[config.mk]
export PLATFORM = sky130hd
export DESIGN_NAME = melody_sequencer
export DESIGN_NICKNAME = d
export VERILOG_FILES = /design/src/rtl/melody_sequencer.sv
export SDC_FILE = /design/constraint.sdc
export NUM_CORES = 1
export LEC_CHECK = 0
export ABC_CLOCK_PERIOD_IN_PS = 10200
export BUFFER_PORTS_ARGS = -buffer_cell sky130_fd_sc_hd__buf_2
export CAP_MARGIN = 40
export CORE_MARGIN = 2
export CORE_UTILIZATION = 45
export CTS_CLUSTER_SIZE = 20
export DETAILED_ROUTE_END_ITERATION = 8
export PLACE_DENSITY_LB_ADDON = 0.08
export SETUP_SLACK_MARGIN = 0.05
export SLEW_MARGIN = 20
export SYNTH_ARGS = -nofsm -noshare
export SYNTH_HDL_FRONTEND = slang
export SYNTH_SLANG_ARGS = --single-unit
[constraint.sdc]
create_clock -name clk -period 10.2 [get_ports clk]
set_input_delay 1.02 -clock clk [delete_from_list [all_inputs] [get_ports clk]]
set_output_delay 1.02 -clock clk [all_outputs]
set_load 0.01 [all_outputs]
[src/rtl/melody_sequencer.sv]
// Note sequencer: steps through a writable score on fs ticks, drives pitch maxval and gate.
// Outputs are registered from next-state values so inputs never reach outputs combinationally.
module melody_sequencer #(
    parameter int PITCH_BITWIDTH = 9,
    parameter int DUR_BITWIDTH   = 13,
    parameter int DEPTH          = 32,
    parameter int ADDR_BITWIDTH  = 5,
    parameter int FS_BITWIDTH    = 7,
    parameter int GAP_BITWIDTH   = 8
) (
    input  logic                      clk,
    input  logic                      reset,
    input  logic [FS_BITWIDTH-1:0]    fs_maxval,
    input  logic [GAP_BITWIDTH-1:0]   gap,
    input  logic [ADDR_BITWIDTH-1:0]  length,
    input  logic                      loop,
    input  logic                      start,
    input  logic                      stop,
    input  logic                      wr_en,
    input  logic [ADDR_BITWIDTH-1:0]  wr_addr,
    input  logic [PITCH_BITWIDTH-1:0] wr_pitch,
    input  logic [DUR_BITWIDTH-1:0]   wr_dur,
    output logic [PITCH_BITWIDTH-1:0] pitch_o,
    output logic                      gate_o,
    output logic [ADDR_BITWIDTH-1:0]  note_idx_o,
    output logic                      note_strobe_o,
    output logic                      fs_tick_o,
    output logic                      busy_o,
    output logic                      done_o
);

    typedef enum logic {
        S_IDLE = 1'b0,
        S_PLAY = 1'b1
    } state_t;

    logic [PITCH_BITWIDTH-1:0] r_mem_pitch [DEPTH];
    logic [DUR_BITWIDTH-1:0]   r_mem_dur   [DEPTH];

    state_t                    r_state, w_state_nxt;
    logic [ADDR_BITWIDTH-1:0]  r_idx, w_idx_nxt;
    logic [DUR_BITWIDTH-1:0]   r_ctr_dur, w_ctr_nxt;
    logic [PITCH_BITWIDTH-1:0] r_cur_pitch, w_cur_pitch_nxt;
    logic [DUR_BITWIDTH-1:0]   r_cur_dur, w_cur_dur_nxt;
    logic [DUR_BITWIDTH-1:0]   w_dur_eff, w_dur_eff_nxt;
    logic                      w_load, w_done_nxt, w_gate_nxt;
    logic [DUR_BITWIDTH:0]     w_gate_sum;

    logic [FS_BITWIDTH-1:0]    r_fs_cnt, w_fs_cnt_nxt, w_fs_last;
    logic                      r_fs_tick;

    logic [PITCH_BITWIDTH-1:0] r_pitch;
    logic                      r_gate, r_strobe, r_done;

    // Score memory write port; no reset so the score survives a reset
    always_ff @(posedge clk) begin
        if (wr_en) begin
            r_mem_pitch[wr_addr] <= wr_pitch;
            r_mem_dur[wr_addr]   <= wr_dur;
        end
    end

    // fs divider next count; the tick flag is registered one step ahead so it lines up with the count
    always_comb begin
        w_fs_last = (fs_maxval > FS_BITWIDTH'(1)) ? (fs_maxval - FS_BITWIDTH'(1)) : '0;
        if (start) begin
            w_fs_cnt_nxt = '0;
        end else if (r_fs_cnt >= w_fs_last) begin
            w_fs_cnt_nxt = '0;
        end else begin
            w_fs_cnt_nxt = r_fs_cnt + FS_BITWIDTH'(1);
        end
    end

    // Sequencer next-state: stop beats start beats fs tick
    always_comb begin
        w_state_nxt = r_state;
        w_idx_nxt   = r_idx;
        w_ctr_nxt   = r_ctr_dur;
        w_load      = 1'b0;
        w_done_nxt  = 1'b0;
        w_dur_eff   = (r_cur_dur == '0) ? DUR_BITWIDTH'(1) : r_cur_dur;
        if (stop) begin
            w_state_nxt = S_IDLE;
            w_idx_nxt   = '0;
            w_ctr_nxt   = '0;
        end else if (start) begin
            w_state_nxt = S_PLAY;
            w_idx_nxt   = '0;
            w_ctr_nxt   = '0;
            w_load      = 1'b1;
        end else if (r_state == S_PLAY && r_fs_tick) begin
            if (r_ctr_dur < w_dur_eff - DUR_BITWIDTH'(1)) begin
                w_ctr_nxt = r_ctr_dur + DUR_BITWIDTH'(1);
            end else if (r_idx < length) begin
                w_idx_nxt = r_idx + ADDR_BITWIDTH'(1);
                w_ctr_nxt = '0;
                w_load    = 1'b1;
            end else if (loop) begin
                w_idx_nxt = '0;
                w_ctr_nxt = '0;
                w_load    = 1'b1;
            end else begin
                w_state_nxt = S_IDLE;
                w_idx_nxt   = '0;
                w_ctr_nxt   = '0;
                w_done_nxt  = 1'b1;
            end
        end else begin
            w_state_nxt = r_state;
        end
    end

    // Note load reads memory before any same-edge write lands; gate compare is one bit wider to avoid wrap
    always_comb begin
        if (w_load) begin
            w_cur_pitch_nxt = r_mem_pitch[w_idx_nxt];
            w_cur_dur_nxt   = r_mem_dur[w_idx_nxt];
        end else begin
            w_cur_pitch_nxt = r_cur_pitch;
            w_cur_dur_nxt   = r_cur_dur;
        end
        w_dur_eff_nxt = (w_cur_dur_nxt == '0) ? DUR_BITWIDTH'(1) : w_cur_dur_nxt;
        w_gate_sum    = (DUR_BITWIDTH+1)'(w_ctr_nxt) + (DUR_BITWIDTH+1)'(gap);
        w_gate_nxt    = (w_state_nxt == S_PLAY) && (w_cur_pitch_nxt != '0)
                        && (w_gate_sum < (DUR_BITWIDTH+1)'(w_dur_eff_nxt));
    end

    // State, counters and registered outputs
    always_ff @(posedge clk or negedge reset) begin
        if (!reset) begin
            r_state     <= S_IDLE;
            r_idx       <= '0;
            r_ctr_dur   <= '0;
            r_cur_pitch <= '0;
            r_cur_dur   <= '0;
            r_fs_cnt    <= '0;
            r_fs_tick   <= 1'b0;
            r_pitch     <= '0;
            r_gate      <= 1'b0;
            r_strobe    <= 1'b0;
            r_done      <= 1'b0;
        end else begin
            r_state     <= w_state_nxt;
            r_idx       <= w_idx_nxt;
            r_ctr_dur   <= w_ctr_nxt;
            r_cur_pitch <= w_cur_pitch_nxt;
            r_cur_dur   <= w_cur_dur_nxt;
            r_fs_cnt    <= w_fs_cnt_nxt;
            r_fs_tick   <= (w_fs_cnt_nxt == w_fs_last);
            r_pitch     <= (w_state_nxt == S_PLAY) ? w_cur_pitch_nxt : '0;
            r_gate      <= w_gate_nxt;
            r_strobe    <= w_load;
            r_done      <= w_done_nxt;
        end
    end

    assign pitch_o       = r_pitch;
    assign gate_o        = r_gate;
    assign note_idx_o    = r_idx;
    assign note_strobe_o = r_strobe;
    assign fs_tick_o     = r_fs_tick;
    assign busy_o        = (r_state == S_PLAY);
    assign done_o        = r_done;

endmodule

==> metrics.md, run 1 <==
| Metric | Value |
|---|---|
| CP arrival | `8.91 ns` |
| Crit Path Category | `flip-flop to flip-flop` |
| Clk_lat worst skew | `0.64 ns` |
| Hold-fix buffers, CTS | `0` |
| Vias in the first global route | `19964` |
| Max Transition Viols Final | `0` |
| Multi-input gate area | `around 0.0091 mm²` |
| Non-Filler Instances | `3397` |
| H-tree levels | `3` |
| Post-route cell area | `0.0369 mm²` |
| Vert. Die Dim | `roughly 270 µm` |
| Leak | `~0.013 µW` |
| Vias | `20254` |
| Residual DRC count | `0` |
| FFs w/ async S/R, synth | `0.0797` |
| Status | `finished, final reports clean` |
| Setup TNS | `0 ns` |
| PostCTS Resize Cnt | `0` |
| Die X-Extent | `between 200 and 300 µm` |
| Clock sink count | `roughly 770` |
| Final nets | `2483` |
| Post-Syn Nets | `roughly 2400` |
| Top FF cell, synth | `edfxtp_1` |
| Post-synthesis sequential area ratio | `0.703` |
| CP max FO | `36` |
| Peak VDD IR | `0.000104 V` |
| Cell taking the most area after synthesis | `edfxtp_1` |
| Slew @ Worst Pin | `about 0.99 ns` |
| Worst-case clock buffer depth | `3` |
| Vias per cell | `5.96` |
| FF+latch count, synth | `765` |
| # setup viols final | `0` |
| Mapped Area | `0.0323 mm²` |
| Part of the cycle the worst path needs | `0.819` |
| RSZ-0062 raised after global routing | `no` |
| Ant diodes | `0` |
| Post-synth top area share | `0.655` |
| Cells after synthesis | `between 2000 and 2500` |
| Core area | `just over 0.07 mm²` |
| Row cnt | `98` |
| First-pass GRT wire length | `roughly 140 mm` |
| Max Clock Freq | `120 MHz` |
| Worst-path clk slew | `~0.060 ns` |
| Count of different cell masters after synthesis | `87` |
| Syn Area/Cell | `14.3 µm²` |
| Pin count of the biggest net entering global routing | `91` |
| Fin. Hold Viols | `0` |
| ANT nets after route | `0` |
| Initial antenna violation count | `3` |
| Number of I/O port buffers | `approximately 70` |
| Commonest non-fill, non-tap cell in the layout | `edfxtp_1` |
| PD cells | `180 mW/mm²` |
| Synth-to-layout area growth | `14.3%` |
| DR WL/cell | `28.5 µm` |
| I/O Pins | `72` |
| Most frequent cells in the layout | `704 x edfxtp_1, 337 x nand2_1, 125 x mux2i_1` |
| Slowest CP cell | `a211oi_1` |
| Synthesis Warnings | `0` |
| GPL Wtd Cong | `0.895` |
| DR iter-0 viols | `2180` |
| CTS buffer count | `81` |
| Filler cells | `5938` |
| Reg area | `0.0227 mm²` |
| Setup crit end kind | `flip-flop` |
| Share of cells above drive strength 1 | `0.152` |
| Final min period | `8.35 ns` |
| Worst slew margin | `0.321` |
| TritonCTS clock tree | `yes` |
| DP Wirelength | `~57 mm` |
| Root buf cell | `clkbuf_16` |
| Hold slack | `0.396 ns` |
| Worst r2r path cells | `30` |
| MaxCap Viol Count | `0` |
| Number of synthesized flops with an enable pin | `between 700 and 800` |
| Die ar. | `between 0.07 and 0.08 mm²` |
| Req. time, crit path | `~11 ns` |
| Setup bufs post-CTS | `0` |
| CP max stage delay | `0.60 ns` |
| Initial DRT Pass Iterations | `5` |
| Remaining Overflow, GRT | `0` |
| WL final | `between 90 and 100 mm` |
| Largest cells by area after synthesis | `edfxtp_1 66%, dfrtp_1 4.7%, nand2_1 3.9%, mux2i_1 3.9%, ha_1 1.9%` |
| Placed Cells | `3241` |
| Startpoint types | `flip-flop` |
| Initial core utilization | `0.453` |
| Skew final | `about 0.015 ns` |
| GRT Util Overall | `0.262` |
| Hold Path Class | `primary input to async pin` |
| Post-Place Cell Area | `0.0342 mm²` |
==> path summary, 6_finish.rpt <==
kind / startpoint / to / slack, ns
worst max-delay path: r_cur_dur[2] / gate_o / 1.85
worst min-delay path: reset / r_ctr_dur[9] / 0.40
worst max register to register: r_cur_dur[2] / gate_o / 1.85
worst min register to register: r_cur_pitch[4] / r_cur_pitch[4] / 0.52
max in group asynchronous: reset / pitch_o[6] / 9.24
min in group clk: r_cur_pitch[4] / r_cur_pitch[4] / 0.52
==> final cells by class <==
cell class,count,area share
repair buffers,145,0.0301
inverters,43,0.00465
clock buffers,104,0.0590
clock inverters,46,0.0122
flip-flops and latches,765,0.615
multi-input cells,1344,0.247
well taps,950,0.0322
==> power by group <==
| part | internal, µW | total (µW) | switching (µW) |
|---|---|---|---|
| clock | 1690 | 2930 | 1230 |
| combinational | 65.7 | 225 | 160 |
| sequential | 3480 | 3500 | 20.2 |
==> sequential cells by signal, indices dropped and copies added, names as in the netlist <==
name and cells:
done_o 1, note_idx_o 5, r_mem_dur 416, fs_tick_o 1, r_ctr_dur 13, r_cur_dur 13, gate_o 1, busy_o 1
r_cur_pitch 9, r_fs_cnt 7, r_mem_pitch 288, note_strobe_o 1, pitch_o 9
==> metrics by stage <==
step	total power, µW	setup WS [ns]	util
2_1_floorplan	3650	3.09	-
3_3_place_gp	3780	2.13	0.477
3_5_place_dp	3780	1.97	0.480
4_1_cts	6690	1.93	0.517
5_1_grt	6830	1.11	0.518
6_report	6650	1.85	0.518
==> critical path: cells and delay by family (launching register included) <==
kind / cells / cell delay (ns)
AOI/OAI and AO/OA: 10 / 2.96
xor gates and xnor gates: 1 / 0.10
adders and majority gates: 2 / 0.61
buffers and inverters: 2 / 0.38
DFF: 1 / 0.48
and+or+nand+nor: 15 / 3.74
==> synth_stat cells, types with 7 or more instances <==
cell type,number
a211oi_1,29
mux4_2,26
nand2_1,337
a22oi_1,29
or3_1,9
buf_6,11
a32oi_1,10
a21o_1,17
nand4_1,22
buf_2,40
nand3_1,113
a21oi_1,102
clkbuf_1,27
nor2_1,113
nor3_1,13
and3_1,16
mux2_2,15
inv_1,38
a22o_1,7
dfrtp_1,61
ha_1,49
edfxtp_1,704
o22ai_1,15
mux2i_1,125
o21ai_0,39
xnor2_1,21
and4_1,7
buf_4,19
nand2b_1,7
a31oi_1,24
nor4_1,10
xor2_1,29
o211ai_1,11
nand3b_1,8
and2_1,17
a221oi_1,9
==> metal layers <==
layer,part of all wire,vias to the layer above,track usage
met4,0.030,2,0.0888
met1,0.43,10290,0.374
met5,0.00013,-,0
li1,-,8887,-
met3,0.087,153,0.0555
met2,0.45,922,0.402
==> kinds of logic (layout without fill, tap and decap cells) <==
group,after synthesis,count (layout),synth area share
muxes,166,166,0.0622
DFF,765,765,0.703
xor gates and xnor gates,50,50,0.0136
adders and majority gates,50,50,0.0196
buffers and inverters,143,338,0.0230
AOI/OAI and AO/OA,376,376,0.0805
and+or+nand+nor,702,702,0.0985
Note: power is estimated with default switching activity, not from simulation.
==> run 2: changes to the inputs <==
--- a/config.mk
+++ b/config.mk
@@ -5,7 +5,7 @@
 export SDC_FILE = /design/constraint.sdc
 export NUM_CORES = 1
 export LEC_CHECK = 0
-export ABC_CLOCK_PERIOD_IN_PS = 10200
+export ABC_CLOCK_PERIOD_IN_PS = 7050
 export BUFFER_PORTS_ARGS = -buffer_cell sky130_fd_sc_hd__buf_2
 export CAP_MARGIN = 40
 export CORE_MARGIN = 2
==> constraint.sdc (replaced) <==
create_clock -name clk -period 7.05 [get_ports clk]
set_input_delay 0.705 -clock clk [delete_from_list [all_inputs] [get_ports clk]]
set_output_delay 0.705 -clock clk [all_outputs]
set_load 0.01 [all_outputs]
==> run 2 against run 1 <==
Die area unchanged. Utilization rose by 2.4 points. Combinational power increased by 72%. Clock power rose by 43%. Setup slack lost 1.7 ns. Largest power group unchanged. Highest routed layer is now met4.
==> metrics.md, run 2 (same netlist as run 1, synthesis figures left out) <==
| Metric | Value |
|---|---|
| Pin count of the biggest net entering global routing | `63 (-31%)` |
| Flop2flop setup slack | `0.16 ns (-1.69 ns)` |
| Root buf cell | `clkbuf_16` |
| Die X-Extent | `272 µm (unchanged)` |
| Number of I/O port buffers | `71 (unchanged)` |
| Largest register by flop count | `r_mem_dur` |
| CTS buffer count | `82 (+1.2%)` |
| Final nets | `2643 (+6.4%)` |
| Post-Place Cell Area | `0.0354 mm² (+3.4%)` |
| Req. time, crit path | `7.63 ns (-3.13 ns)` |
| Synth-to-layout area growth | `19.7%` |
| Share of cells above drive strength 1 | `0.217 (+0.0650)` |
| Initial antenna violation count | `1 (-2)` |
| Switch share | `0.218 (+0.00535)` |
| P_int | `7540 µW (+44%)` |
| I/O Pins | `72 (unchanged)` |
| Die ar. | `0.0739 mm² (unchanged)` |
| TritonCTS clock tree | `yes` |
| Slowest CP cell | `or4_4` |
| Critical path origin | `r_cur_dur[2]` |
| Grt met3 use | `0.0402 (-0.0152)` |
| Reg2reg start | `r_cur_dur[2]` |
| RSZ-0062 raised after global routing | `yes` |
| Worst-case clock buffer depth | `3 (unchanged)` |
| Cell family with most CP delay | `compound AO/OA/AOI/OAI gates` |
| Initial core utilization | `0.453 (unchanged)` |
| Remaining Overflow, GRT | `0 (unchanged)` |
| WL final | `99.3 mm (+2.7%)` |
| Final core utilization | `0.542 (+0.0243)` |
| MaxCap Viol Count | `0 (unchanged)` |
| Reg-to-Reg End | `gate_o` |
| ANT nets after route | `0 (unchanged)` |
| Max Clock Freq | `145 MHz (+21%)` |
| Startpoint types | `flip-flop` |
| Vias per cell | `5.88 (-1.3%)` |
| Part of the power in registers | `0.525 (about the same)` |
| Leak | `0.0136 µW (+7.2%)` |
| Comb pwr share | `0.040 (+0.006)` |
| Max Transition Viols Final | `0 (unchanged)` |
| GRT Util Overall | `0.267 (+0.00467)` |
| GPL Wtd Cong | `0.881 (-1.5%)` |
| Setup crit end kind | `flip-flop` |
| H-tree levels | `3 (unchanged)` |
| Skew final | `0.0311 ns (+0.0164 ns)` |
| DR iter-0 viols | `2412 (+11%)` |
| Top cell by count, worst path | `buf_4` |
| CP arrival | `7.47 ns (-1.44 ns)` |
| Hold-fix buffers, CTS | `0 (unchanged)` |
| Vias | `20912 (+3.2%)` |
| Worst-path clk slew | `0.07 ns (about the same)` |
| Core area | `0.0712 mm² (unchanged)` |
| Worst r2r path cells | `34 (+13%)` |
| Busiest layer in global routing | `met2` |
| Fin. Hold Viols | `0 (unchanged)` |
| Most frequent cells in the layout | `704 x edfxtp_1, 336 x nand2_1, 188 x buf_4` |
| Row cnt | `98 (unchanged)` |
| Critical Path Sink | `gate_o` |
| First-pass GRT wire length | `142 mm (+2.0%)` |
| Status | `finished, final reports clean` |
| Post-route cell area | `0.0386 mm² (+4.7%)` |
| Part of the cycle the worst path needs | `0.978 (+0.159)` |
| Hold Path Class | `primary input to async pin` |
| Peak VDD IR | `0.000157 V (+51%)` |
| Met2 Resource Use GR | `0.420 (+0.0178)` |
| Final min period | `6.89 ns (-1.46 ns)` |
| DR WL/cell | `27.9 µm (-1.9%)` |
| Worst slew margin | `0.488 (+0.167)` |
| # setup viols final | `0 (unchanged)` |
| Grt met1 use | `0.386 (+0.0123)` |
| CP max FO | `7 (-81%)` |
| DP Wirelength | `61.7 mm (+7.4%)` |
| Initial DRT Pass Iterations | `5 (unchanged)` |
| Crit Path Category | `flip-flop to flip-flop` |
| Commonest non-fill, non-tap cell in the layout | `edfxtp_1` |
| Clk_lat worst skew | `0.66 ns (+0.02 ns)` |
| Vias in the first global route | `20323 (+1.8%)` |
| Largest regs | `r_mem_dur: 416 flops, r_mem_pitch: 288 flops` |
| Max reg flops | `416 (unchanged)` |
| CP max stage delay | `0.42 ns (-0.18 ns)` |
| Residual DRC count | `0 (unchanged)` |
| CP bufs+invs | `5 (+3)` |
| Clock share of power | `0.435 (-0.005)` |
| PD cells | `250 mW/mm² (+38%)` |
| Crit path depth | `34 (+13%)` |
| Slew @ Worst Pin | `0.749 ns (-0.244 ns)` |
| Clock sink count | `765 (unchanged)` |
| Switching Power | `2100 µW (+49%)` |
| Vert. Die Dim | `272 µm (unchanged)` |
run 2: area by class of cell:
class                           count  area (µm²)
Fill cell                        5860       32600
Sequential cell                   765       22700
Multi-Input combinational cell   1344        9320
Timing Repair Buffer              303        2630
Clock buffer                      103        2200
Tap cell                          950        1190
Clock inverter                     45         412
Inverter                           43         174
Timing Repair inverter              1        6.26
Antenna cell                        1        2.50
run 2: worst min-delay path by stage:
stage | depth (start not counted) | startpoint | slack (ns) | endpoint
detailed placement | 2 | r_cur_pitch[8] | 0.51 | r_cur_pitch[8]
floorplan | 0 | reset | 0.41 | busy_o
global placement | 2 | r_cur_pitch[8] | 0.49 | r_cur_pitch[8]
finish | 2 | reset | 0.04 | r_ctr_dur[9]
global route | 2 | reset | 0.07 | r_ctr_dur[9]
CTS | 2 | loop | 0.24 | done_o
run 2: worst register-to-register path: cells and delay by family, from the launching register on:
family	cells	cell delay, ns
AOI/OAI and AO/OA	17	3.12
and+or+nand+nor	9	1.83
DFF	1	0.37
buffers and inverters	5	0.85
xor gates and xnor gates	1	0.14
adders and majority gates	2	0.50
run 2: layer usage:
| metal | wire (µm) | vias to the layer above | part of all wire |
|---|---|---|---|
| met2 | 45400 | 877 | 0.46 |
| met4 | 2840 | 0 | 0.029 |
| met5 | 0 | - | 0 |
| li1 | - | 9199 | - |
| met3 | 8270 | 150 | 0.083 |
| met1 | 42700 | 10686 | 0.43 |
run 2: through the flow:
step	setup WS (ns)	hold WS [ns]	TNS (ns)	cells	total power, µW
after floorplan	0.0907	0.409	0	2252	5290
after global placement	-0.183	0.491	-0.183	3355	5500
after detailed placement	-0.270	0.508	-0.270	3369	5520
after CTS	0.0639	0.235	0	3530	9690
after global routing	-0.205	0.0693	-0.205	3554	9900
final	0.158	0.0414	0	3555	9630
run 2: power by group through the flow:
stage	logic, µW	clock network, µW	registers (µW)
after floorplan	138	0	5150
after global placement	361	0	5140
after detailed placement	372	0	5150
after CTS	376	4260	5050
after global routing	421	4420	5060
final	387	4190	5050
run 2: timing repair:
item	4_1_cts	5_1_grt
gates resized for setup	24	27
pin swaps	12	24
setup buffers	12	18
cloned	1	1
endpoints found under the setup margin	1	1
